--- src/rtl/ysyx_24110015_bpu_pkg.sv ---
// Shared definitions for the ysyx_24110015 branch predictor.
// - ctr_e   : 2-bit saturating direction counter encodings
// - entry_t : one BTB entry (valid, tag, target, jal flag, counter)
// Tags are stored zero-extended to TAG_MAX_W. This keeps one struct type
// usable for every legal ENTRIES value (4..64).
package ysyx_24110015_bpu_pkg;

  typedef enum logic [1:0] {
    STRONG_NT = 2'b00,
    WEAK_NT   = 2'b01,
    WEAK_T    = 2'b10,
    STRONG_T  = 2'b11
  } ctr_e;

  // Widest tag is pc[31:4], which occurs at the smallest table (ENTRIES=4).
  localparam int unsigned TAG_MAX_W = 28;

  typedef struct packed {
    logic                 valid;
    logic [TAG_MAX_W-1:0] tag;
    logic [31:0]          target;
    logic                 jal;
    ctr_e                 ctr;
  } entry_t;

endpackage

--- src/rtl/ysyx_24110015_sat_counter.sv ---
// 2-bit saturating up/down counter step (combinational).
// Ports:
//   cnt      in  current counter state
//   taken    in  1 = increment toward STRONG_T, 0 = decrement toward STRONG_NT
//   cnt_next out next counter state, saturating at both ends
module ysyx_24110015_sat_counter
  import ysyx_24110015_bpu_pkg::*;
(
  input  ctr_e cnt,
  input  logic taken,
  output ctr_e cnt_next
);

  always_comb begin
    cnt_next = cnt;
    if (taken) begin
      if (cnt != STRONG_T) cnt_next = ctr_e'(cnt + 2'd1);
    end else begin
      if (cnt != STRONG_NT) cnt_next = ctr_e'(cnt - 2'd1);
    end
  end

endmodule

--- src/rtl/ysyx_24110015_bpu.sv ---
// Direct-mapped BTB with per-entry 2-bit direction counters.
// Lookups are combinational. Updates from EXU are written on the next posedge.
// A lookup of an index that is being updated in the same cycle sees the old entry.
// Ports:
//   clk, rst (sync, active-low)
//   lookup_valid_i, lookup_pc_i        : IFU fetch request
//   pc_predict_o, pred_taken_o         : predicted next PC / redirect flag
//   update_valid_i, update_branch_i, update_jal_i,
//   update_pc_i, update_target_i       : resolved control flow (1-cycle pulse)
//   mispredict_i                       : EXU control-hazard pulse
//   perf_lookup_o, perf_hit_o, perf_mispred_o : counters
// The counter ports exist only when YSYX_24110015_BPU_PERF_EN is defined.
module ysyx_24110015_bpu
  import ysyx_24110015_bpu_pkg::*;
#(
  parameter int unsigned ENTRIES = 16,
  parameter logic [31:0] RST_PC  = 32'h20000000
) (
  input  logic        clk,
  input  logic        rst,
  input  logic        lookup_valid_i,
  input  logic [31:0] lookup_pc_i,
  output logic [31:0] pc_predict_o,
  output logic        pred_taken_o,
  input  logic        update_valid_i,
  input  logic        update_branch_i,
  input  logic        update_jal_i,
  input  logic [31:0] update_pc_i,
  input  logic [31:0] update_target_i,
  input  logic        mispredict_i
`ifdef YSYX_24110015_BPU_PERF_EN
  ,
  output logic [31:0] perf_lookup_o,
  output logic [31:0] perf_hit_o,
  output logic [31:0] perf_mispred_o
`endif
);

  localparam int unsigned IDX = $clog2(ENTRIES);

  entry_t tbl [ENTRIES];

  logic [IDX-1:0]       lk_idx, up_idx;
  logic [TAG_MAX_W-1:0] lk_tag, up_tag;
  entry_t               lk_e;
  logic                 lk_hit, up_hit, br_taken;
  ctr_e                 ctr_next;

  assign lk_idx = lookup_pc_i[IDX+1:2];
  assign lk_tag = TAG_MAX_W'(lookup_pc_i[31:IDX+2]);
  assign up_idx = update_pc_i[IDX+1:2];
  assign up_tag = TAG_MAX_W'(update_pc_i[31:IDX+2]);

  assign lk_e     = tbl[lk_idx];
  assign lk_hit   = lk_e.valid && (lk_e.tag == lk_tag);
  assign up_hit   = tbl[up_idx].valid && (tbl[up_idx].tag == up_tag);
  assign br_taken = (update_target_i != update_pc_i + 32'd4);

  always_comb begin
    pc_predict_o = lookup_pc_i + 32'd4;
    pred_taken_o = 1'b0;
    if (!rst) begin
      pc_predict_o = RST_PC;
    end else if (lk_hit && (lk_e.jal || lk_e.ctr[1])) begin
      pc_predict_o = lk_e.target;
      pred_taken_o = 1'b1;
    end
  end

  ysyx_24110015_sat_counter u_sat_counter (
    .cnt      (tbl[up_idx].ctr),
    .taken    (br_taken),
    .cnt_next (ctr_next)
  );

  // Targets and tags are left unreset; valid=0 already masks them.
  always_ff @(posedge clk) begin
    if (!rst) begin
      for (int unsigned i = 0; i < ENTRIES; i++) begin
        tbl[IDX'(i)].valid <= 1'b0;
        tbl[IDX'(i)].jal   <= 1'b0;
        tbl[IDX'(i)].ctr   <= STRONG_NT;
      end
    end else if (update_valid_i) begin
      if (update_jal_i) begin
        tbl[up_idx] <= '{valid: 1'b1, tag: up_tag, target: update_target_i,
                         jal: 1'b1, ctr: STRONG_T};
      end else if (update_branch_i) begin
        if (up_hit) begin
          tbl[up_idx].ctr <= ctr_next;
          if (br_taken) tbl[up_idx].target <= update_target_i;
        end else if (br_taken) begin
          tbl[up_idx] <= '{valid: 1'b1, tag: up_tag, target: update_target_i,
                           jal: 1'b0, ctr: WEAK_T};
        end
      end
    end
  end

`ifdef YSYX_24110015_BPU_PERF_EN
  always_ff @(posedge clk) begin
    if (!rst) begin
      perf_lookup_o  <= '0;
      perf_hit_o     <= '0;
      perf_mispred_o <= '0;
    end else begin
      if (lookup_valid_i)           perf_lookup_o  <= perf_lookup_o + 32'd1;
      if (lookup_valid_i && lk_hit) perf_hit_o     <= perf_hit_o + 32'd1;
      if (mispredict_i)             perf_mispred_o <= perf_mispred_o + 32'd1;
    end
  end
`else
  logic [1:0] unused_perf_inputs;
  assign unused_perf_inputs = {lookup_valid_i, mispredict_i};
`endif

endmodule

--- config.mk ---
export PLATFORM = sky130hd
export DESIGN_NAME = ysyx_24110015_bpu
export DESIGN_NICKNAME = d
export VERILOG_FILES = /design/src/rtl/ysyx_24110015_bpu_pkg.sv /design/src/rtl/ysyx_24110015_sat_counter.sv /design/src/rtl/ysyx_24110015_bpu.sv
export SDC_FILE = /design/constraint.sdc
export NUM_CORES = 1
export LEC_CHECK = 0
export ABC_CLOCK_PERIOD_IN_PS = 14200
export CORE_UTILIZATION = 40
export CTS_BUF_LIST = sky130_fd_sc_hd__clkbuf_8
export DETAILED_ROUTE_END_ITERATION = 7
export GPL_TIMING_DRIVEN = 1
export SLEW_MARGIN = 20
export SYNTH_ARGS = -nofsm -noshare
export SYNTH_HDL_FRONTEND = slang
export SYNTH_SLANG_ARGS = --single-unit
--- constraint.sdc ---
create_clock -name clk -period 14.2 [get_ports clk]
set_input_delay 4.26 -clock clk [delete_from_list [all_inputs] [get_ports clk]]
set_output_delay 4.26 -clock clk [all_outputs]
set_load 0.01 [all_outputs]
==> results.md <==
- Total power: 6.11 mW
- Syn nets: 2527
- Initial Util: 40.4%
- Reg2reg start: tbl[15][44]
- Port bufs: 133
- Synth cell count leaders: edfxtp_1 (976), mux4_2 (358), mux2i_1 (103), nand2_1 (100), nor2_1 (93)
- CP max-delay cell: mux4_2
- CTS sink count: 992
- Top cell type's share of synthesized area: 65.5%
- Max FFs per register: 992
- Slew Viols, Final: 0
- Outcome: completed
- Gr usage total: 23.5%
- Worst setup SP type: primary input
- Crit. End Element: output pin
- Worst slew pin tran: 1.16 ns
- Peak VDD IR: 0.0835 mV
- Final wirelength: 132 mm
- Minimum clock period: 13.10 ns
- Final cycle utilization of the critical path: 92.2%
- Final count of hold timing violations: 0
- First-pass GRT wire length: 188 mm
- Power Dens Cells: 120 mW/mm^2
- Worst-path maximum fanout: 35
- CTS buffer count: 167
- Crit-path cells: buf_8, buf_4, mux4_2, mux4_2, xnor2_1, nand4_1, nor4_2, nand3_2, buf_4, mux2i_1, nor2b_1, clkdlybuf4s50_1
- Largest regs: tbl (992)
- Fraction of layout cells with a size suffix above 1: 26.3%
- Post-synth cell types: 80
- WHS Path Cells: 2
- Mapped cell area: 0.0447 mm^2
- Root Driver: clkbuf_8
- R2R setup slack: 9.51 ns
- Antenna violations before repair: 6
- Critical R2R Capture: tbl[10][43]
- Die width: 336 um
- Setup CP Type: primary input to output pin
- Hold Buf Count CTS: 0
- Leakage power: 16.3 nW
- Seq cells post-synth: 992
- Antenna viol nets, final: 0
- Sequential fraction of the synthesis area: 66.2%
- Min-delay src: tbl[4][61]
- Final #Nets: 2749
- Cells after Synth: 2419
- Max incr delay on CP: 0.58 ns
- Post-CTS Resized: 0
- Largest net degree at the start of global routing: 117
- RSZ-0062 raised after global routing: no
- DR vias: 25627
- Syn avg cell area: 18.5 um^2
- WL per Instance: 31.0 um
- GP Congestion: 0.911
- Remaining DRCs: 0
- Synth Flop Type: edfxtp_1
- Max_cap viols: 0
- Setup TNS Final: 0 ns
- Total Die Area: 0.113 mm^2
- Layout fillers: 9470
- Post-synth EDFFs: 976
- Die Y: 336 um
- H-Tree Depth: 4
- Worst Skew: 0.0499 ns
- IO Count: 136
- Hold Crit Class: flop to flop
- R2R depth: 11
- CP arrival: 8.84 ns
- Most frequent cell after synthesis: edfxtp_1
- Final setup viols: 0
- Placed wire-length estimate: 78.4 mm
- Rows: 122
- Core Region: 0.111 mm^2
- Initial drt markers: 2631
- DR vias/cell: 6.02
- Clock buffer depth: 3
- Number of global-route vias before repair: 26040
- Initial DRT Pass Iterations: 5
- Data required time at the worst endpoint: 9.94 ns
- Worst-path clk slew: 0.06 ns
- Hold endpoint: tbl[4][61]
- # Post-CTS Setup Buffers: 0
- Ys Warns: 0
- Clk_lat worst skew: 0.87 ns
- GRT Residual Overflow: 0
- Max frequency: 76.3 MHz
- Top reg by flops: tbl
- P&R area growth vs syn: 13.9%
- Cell type with the largest total area after synthesis: edfxtp_1
- Relative slew slack: 22.1%
- CTS tree: yes
- Synth top area cells: edfxtp_1 (66%), mux4_2 (18%), mux2i_1 (2.3%)
- FFs w/ async S/R, synth: 0%
[worst max-delay path by stage]
| stage | endpoint | from | depth (start not counted) |
|---|---|---|---|
| 2_1_floorplan | pc_predict_o[10] | lookup_pc_i[2] | 9 |
| 3_3_place_gp | pc_predict_o[3] | lookup_pc_i[2] | 12 |
| 3_5_place_dp | pc_predict_o[3] | lookup_pc_i[2] | 12 |
| 4_1_cts | pc_predict_o[3] | lookup_pc_i[2] | 12 |
| 5_1_grt | pc_predict_o[3] | lookup_pc_i[2] | 12 |
| 6_report | pc_predict_o[3] | lookup_pc_i[2] | 12 |
[critical path, delay by kind of cell]
kind | cells | cell delay (ns)
xor gates and xnor gates | 1 | 0.29
buffers and inverters | 4 | 1.74
muxes | 3 | 1.34
and+or+nand+nor | 4 | 1.15
[stage by stage]
stage | utilization, % | worst slack, ns | instance area, um^2 | instances | hold slack [ns]
3_3_place_gp | 43.3 | 1.11 | 48000 | 3960 | 0.446
5_1_grt | 45.9 | 0.976 | 50900 | 4256 | 0.495
3_5_place_dp | 43.3 | 1.08 | 48000 | 3960 | 0.460
4_1_cts | 45.9 | 1.07 | 50900 | 4254 | 0.469
6_report | 46.0 | 1.10 | 50900 | 4258 | 0.470
2_1_floorplan | - | 2.78 | 44700 | 2419 | 0.432
[final cells by class]
cell class	instances	area, um^2	share of cell area, %
flip-flops and latches	992	29600	58.2
clock inverters	126	642	1.26
repair buffers	220	2020	3.96
inverters	24	90.1	0.177
diodes	4	10.0	0.0197
clock buffers	168	2310	4.54
well taps	1488	1860	3.66
multi-input cells	1236	14400	28.2
[metal layers]
layer / up-vias / GRT usage (%) / wire length, um
met1: 13601 / 31.0 / 52200
met2: 1228 / 39.2 / 65500
met4: 6 / 8.01 / 4040
li1: 10551 / - / -
met5: - / 0 / 51
met3: 241 / 4.43 / 10300
[cells by family (layout without fill, tap and decap cells)]
logic type / count (synthesis) / count (layout) / share of synthesized area (%)
flops: 992 / 992 / 66.2
compound gates: 275 / 275 / 4.31
buf+inv: 191 / 538 / 2.20
xor+xnor: 121 / 121 / 2.37
simple gates: 352 / 352 / 3.86
mux: 483 / 483 / 20.9
other cells: 0 / 4 / 0
fa+ha+maj: 5 / 5 / 0.140
[placed cells by master, fill, tap and decap left out, types with 14 or more instances in the layout]
cell and count:
edfxtp_1 976, mux4_2 358, clkbuf_8 168, clkdlybuf4s50_1 124, mux2i_1 103, nand2_1 100, buf_4 89, inv_1 76
xnor2_1 74, nor2_1 60, a21oi_1 60, nand3_1 51, xor2_1 47, clkinv_1 40, nor2_4 33, nand4_1 29
o21ai_0 29, o21ai_1 29, o211a_1 25, a22oi_1 23, mux2_2 22, and3_1 16, dfxtp_1 16, o22ai_1 15
clkinv_2 14
[where the power goes]
group	leakage, nW	switching (mW)	internal (mW)
Sequential	8.91	0.0132	3.26
Combinational	5.67	0.321	0.222
Clock	1.71	1.17	1.13
(Power assumes the default switching activity.)
